$ cat config.mk
export PLATFORM = sky130hd
export DESIGN_NAME = circuito_jogo_param
export DESIGN_NICKNAME = d
export VERILOG_FILES = /design/src/rtl/circuito_jogo_param.sv
export SDC_FILE = /design/constraint.sdc
export NUM_CORES = 1
export LEC_CHECK = 0
export ABC_AREA = 1
export CORE_ASPECT_RATIO = 0.8
export CORE_MARGIN = 2
export CORE_UTILIZATION = 45
export CTS_BUF_LIST = sky130_fd_sc_hd__clkbuf_4 sky130_fd_sc_hd__clkbuf_8
export DETAILED_ROUTE_END_ITERATION = 7
export GPL_TIMING_DRIVEN = 0
export PLACE_DENSITY = 0.81
export SYNTH_ARGS = -nofsm -noshare
export SYNTH_HDL_FRONTEND = slang
export SYNTH_SLANG_ARGS = --single-unit
$ cat constraint.sdc
create_clock -name clock -period 1.3 [get_ports clock]
set_input_delay 0.195 -clock clock [delete_from_list [all_inputs] [get_ports clock]]
set_output_delay 0.195 -clock clock [all_outputs]
set_load 0.05 [all_outputs]
$ cat src/rtl/circuito_jogo_param.sv
// circuito_jogo_param: ROM sequence-check game (control unit + datapath); optional timeout via TIMEOUT_EN
module circuito_jogo_param #(
  parameter int DATA_W = 4,
  parameter int DEPTH = 16,
  parameter int TIMEOUT_CYCLES = 5000,
  localparam int ADDR_W = $clog2(DEPTH)
) (
  input  logic              clock,
  input  logic              reset,
  input  logic              iniciar,
  input  logic [DATA_W-1:0] chaves,
  output logic              pronto,
  output logic              acertou,
  output logic              errou,
  output logic              db_igual,
  output logic              db_jogada,
  output logic [ADDR_W-1:0] db_contagem,
  output logic [DATA_W-1:0] db_memoria,
  output logic [DATA_W-1:0] db_chaves,
  output logic [3:0]        db_estado,
  output logic              db_timeout
);
  typedef enum logic [3:0] {
    INICIAL = 4'h0, PREPARA = 4'h1, ESPERA = 4'h2, REGISTRA = 4'h4, COMPARA = 4'h5,
    PROXIMO = 4'h6, FIM_ACERTO = 4'hA, FIM_TIMEOUT = 4'hD, FIM_ERRO = 4'hE
  } estado_t;
  estado_t estado, proximo;
  logic [ADDR_W-1:0] contagem;
  logic [DATA_W-1:0] jogada_reg;
  logic prev, expirou, ultima;
`ifdef TIMEOUT_EN
  localparam int T_W = $clog2(TIMEOUT_CYCLES + 1);
  logic [T_W-1:0] tempo;
  assign expirou = tempo == T_W'(TIMEOUT_CYCLES - 1);
  always_ff @(posedge clock)
    if (reset || estado == PREPARA || estado == PROXIMO) tempo <= '0;
    else if (estado == ESPERA) tempo <= tempo + 1'b1;
  assign db_timeout = estado == FIM_TIMEOUT;
`else
  localparam int unused_timeout = TIMEOUT_CYCLES;
  assign expirou = 1'b0;
  assign db_timeout = 1'b0;
`endif
  // one-hot walking ROM pattern
  assign db_memoria = DATA_W'(1) << (32'(contagem) % DATA_W);
  assign db_igual = jogada_reg == db_memoria;
  assign db_jogada = (|chaves) & ~prev;
  assign ultima = contagem == ADDR_W'(DEPTH - 1);
  always_ff @(posedge clock)
    if (reset) begin
      estado <= INICIAL;
      contagem <= '0;
      jogada_reg <= '0;
      prev <= 1'b0;
    end else begin
      estado <= proximo;
      prev <= |chaves;
      if (estado == PREPARA) begin
        contagem <= '0;
        jogada_reg <= '0;
      end else if (estado == REGISTRA) jogada_reg <= chaves;
      else if (estado == PROXIMO) contagem <= contagem + 1'b1;
    end
  always_comb begin
    proximo = INICIAL;
    case (estado)
      INICIAL:     proximo = iniciar ? PREPARA : INICIAL;
      PREPARA:     proximo = ESPERA;
      ESPERA:      proximo = db_jogada ? REGISTRA : expirou ? FIM_TIMEOUT : ESPERA;
      REGISTRA:    proximo = COMPARA;
      COMPARA:     proximo = !db_igual ? FIM_ERRO : ultima ? FIM_ACERTO : PROXIMO;
      PROXIMO:     proximo = ESPERA;
      FIM_ACERTO:  proximo = iniciar ? PREPARA : FIM_ACERTO;
      FIM_ERRO:    proximo = iniciar ? PREPARA : FIM_ERRO;
`ifdef TIMEOUT_EN
      FIM_TIMEOUT: proximo = iniciar ? PREPARA : FIM_TIMEOUT;
`endif
      default:     proximo = INICIAL;
    endcase
  end
  assign acertou = estado == FIM_ACERTO;
  assign errou = estado == FIM_ERRO || estado == FIM_TIMEOUT;
  assign pronto = acertou | errou;
  assign db_contagem = contagem;
  assign db_chaves = jogada_reg;
  assign db_estado = estado;
endmodule

==> results by group <==
Global routing
  – Total global-route track usage: between 20% and 30%
  – Vias in the first global route: 864
  – Largest net degree at the start of global routing: 11
  – Grt ovf: 0
  – First-pass GRT wire length: ~4000 um
  – Initial antenna violation count: 0

Clock network
  – CTS H-tree depth: 1
  – CTS tree: built
  – TritonCTS Buffers: 3
  – Worst-skew pair later-pin latency: between 0.2 and 0.3 ns
  – Clock Tree Buf Depth: 2
  – Root Driver: clkbuf_4
  – Sink Count: 13
  – Hold Buf Count CTS: 0
  – Clock transition at path regs: approximately 0.08 ns

Place
  – Routability cong.: 0.7921
  – PortBufs: 27
  – HPWL after detailed placement: approximately 1700 um
  – Dpl cell area: 1195 um^2

Synth
  – Post-synthesis net count: roughly 130
  – Top cells by count, synth: 24 x nand2_1, 18 x inv_1, 13 x dfxtp_1
  – Yosys cell types: 23
  – Synth Warn #: 0
  – Post-Synthesis Cells: between 100 and 150
  – Cell taking the most area after synthesis: dfxtp_1
  – Share of synthesized registers carrying an async set or reset: 0%
  – EDFF count, synth: 0
  – Ys flop type: dfxtp_1
  – Syn avg cell area: 6.655 um^2
  – Seq/Total Area, Yosys: about a third
  – Seq cells post-synth: 13
  – Ranking of synthesized cells by area: dfxtp_1 34%, nand2_1 12%, inv_1 8.8%
  – Synth top area share: 33.71%
  – Synth Cell Area: around 770 um^2
  – Count leader, synth: nand2_1

Timing
  – Fin. Hold Viols: 0
  – Achievable Freq: roughly 0.57 GHz
  – Fin Hold WS: about 0.23 ns
  – RSZ-0062 raised after global routing: true
  – Final critical-path share of the clock period: 134.4%
  – Clock skew: 0.001976 ns
  – Fin crit period: about 1.7 ns
  – Fin. max-slew vios: 0
  – # setup viols final: 10
  – Worst setup margin: -0.4474 ns

Floorplanning
  – Die Wd: about 50 um
  – Die ar.: between 2000 and 2500 um^2
  – Core region area: 1627 um^2
  – Num ports: 29
  – Initial Utilization: around 47%
  – Die height: about 41 um
  – Rows: 13

Routing
  – Avg WL per Cell: 14.98 um
  – Detail Route Antenna Nets: 0
  – DRC Markers: 0
  – DRT Pass-1 Iters: 5
  – Detailed Route Iter0 Violations: 15
  – Vias: a little over 900
  – Via/cell ratio: between 5 and 6
  – DRT Wirelength: 2711 um

Critical path
  – CP max FO: 5
  – Worst r2r src: db_contagem[0]$_SDFFE_PP0P_
  – Crit path kind: reg2out
  – Setup crit end kind: output pin
  – Startpoint Class: register
  – CP required: ~1.1 ns
  – Worst-case reg-to-reg path depth: 9
  – Reg2reg end: db_estado[3]$_SDFF_PP0_
  – Reg2reg setup slack: -0.28 ns
  – Critical path origin: db_contagem[0]$_SDFFE_PP0P_
  – Critical path arrival: around 1.6 ns

Status
  – Status: finished with violations
  – Failing checks: setup timing

Pwr
  – Total Power: 983.5 uW
  – Leak: 0.0005896 uW
  – Worst vdd ir: ~740 uV
  – PD cells: 713.9 nW/um^2

Cells and area
  – Fraction of layout cells with a size suffix above 1: 49.69%
  – Post-layout util: between 80% and 90%
  – Post-route cell area: 1378 um^2
  – Antenna Cells: 0
  – Nets: 171
  – Layout area overhead: 78.44%

Hold path
  – Min-Delay Path Depth: 3
  – Min-delay worst type: in2reg
  – Hold Path End: prev$_SDFF_PP0_
  – Hold Path Origin: chaves[3]

Run
  – Max-cap violations: 0
==> routing by layer <==
metal | routed length (um) | global-route usage, % | up-vias
li1 | - | - | 451
met1 | 1097 | 30.37 | 423
met2 | 1433 | 56.91 | 34
met3 | 148 | 7.664 | 4
met4 | 31 | 8.108 | 0
met5 | 0 | 0 | -
==> cell usage in the layout (no fill, tap or decap), drive strengths merged <==
| cell | n |
|---|---|
| and3 | 1 |
| buf | 25 |
| nand4 | 1 |
| dfxtp | 13 |
| ha | 4 |
| dlymetal6s2s | 2 |
| clkdlybuf4s50 | 2 |
| inv | 23 |
| and2 | 1 |
| nor4 | 1 |
| a21boi | 1 |
| or2 | 1 |
| dlygate4sd2 | 4 |
| conb | 1 |
| clkbuf | 4 |
| nand3 | 6 |
| a211oi | 1 |
| a21oi | 11 |
| clkdlybuf4s15 | 7 |
| o21ai | 8 |
| a31oi | 1 |
| nor2 | 14 |
| nand2 | 27 |
==> final cells by class <==
type | count | area, um^2
clock buffer | 4 | 30.03
buffer | 1 | 7.507
tap | 22 | 27.53
timing repair buffer | 39 | 390.4
inverter | 23 | 93.84
sequential | 13 | 277.8
multi-input combinational | 79 | 550.5
fill | 106 | 249.0
==> how the worst max path moves through the flow <==
stage,to,depth (start not counted),slack (ns)
floorplan,db_igual,5,-0.50
global placement,db_igual,7,-0.74
detailed placement,db_igual,7,-0.76
CTS,db_igual,7,-0.43
global route,db_igual,7,-0.50
finish,db_igual,7,-0.45
==> where the power goes <==
group	total [uW]	switching, uW	internal, uW	leakage [uW]
Combinational	273	174	98.7	0.000462
Sequential	429	20.0	409	0.000110
Clock	282	142	140	0.0000184
Total	984	336	648	0.000590
==> per-stage QoR <==
stage	cells	TNS [ns]	worst slack (ns)
global route	181	-2.514	-0.4957
global placement	165	-5.623	-0.7413
finish	181	-2.215	-0.4474
floorplan	116	-1.236	-0.4962
CTS	177	-1.688	-0.4321
detailed placement	165	-6.102	-0.7604
==> critical path, stage by stage, from the launching register on <==
cell	delay, ns
dfxtp_4	0.39
inv_4	0.09
ha_4	0.15
inv_2	0.04
nand2_2	0.05
nand2_2	0.08
nor4_4	0.27
buf_6	0.19
==> timing repair <==
action	4_1_cts	5_1_grt
buffers inserted	8	4
resized for setup	105	13
setup endpoints to repair	23	21
pin swaps	12	2
==> state kept, by name, summed over array words and instances (netlist names) <==
signal       flops
db_chaves        4
prev             1
db_contagem      4
db_estado        4
==> cells by family after synthesis <==
logic type | count (synthesis) | synth area share, %
AND/OR/NAND/NOR | 52 | 30.47
adder cells (fa/ha/maj) | 4 | 6.483
flip-flops | 13 | 33.71
buffers and inverters | 24 | 12.16
AO/OA/AOI/OAI | 22 | 16.69
other | 1 | 0.4858
No activity file was read; power rests on OpenSTA's default activity.
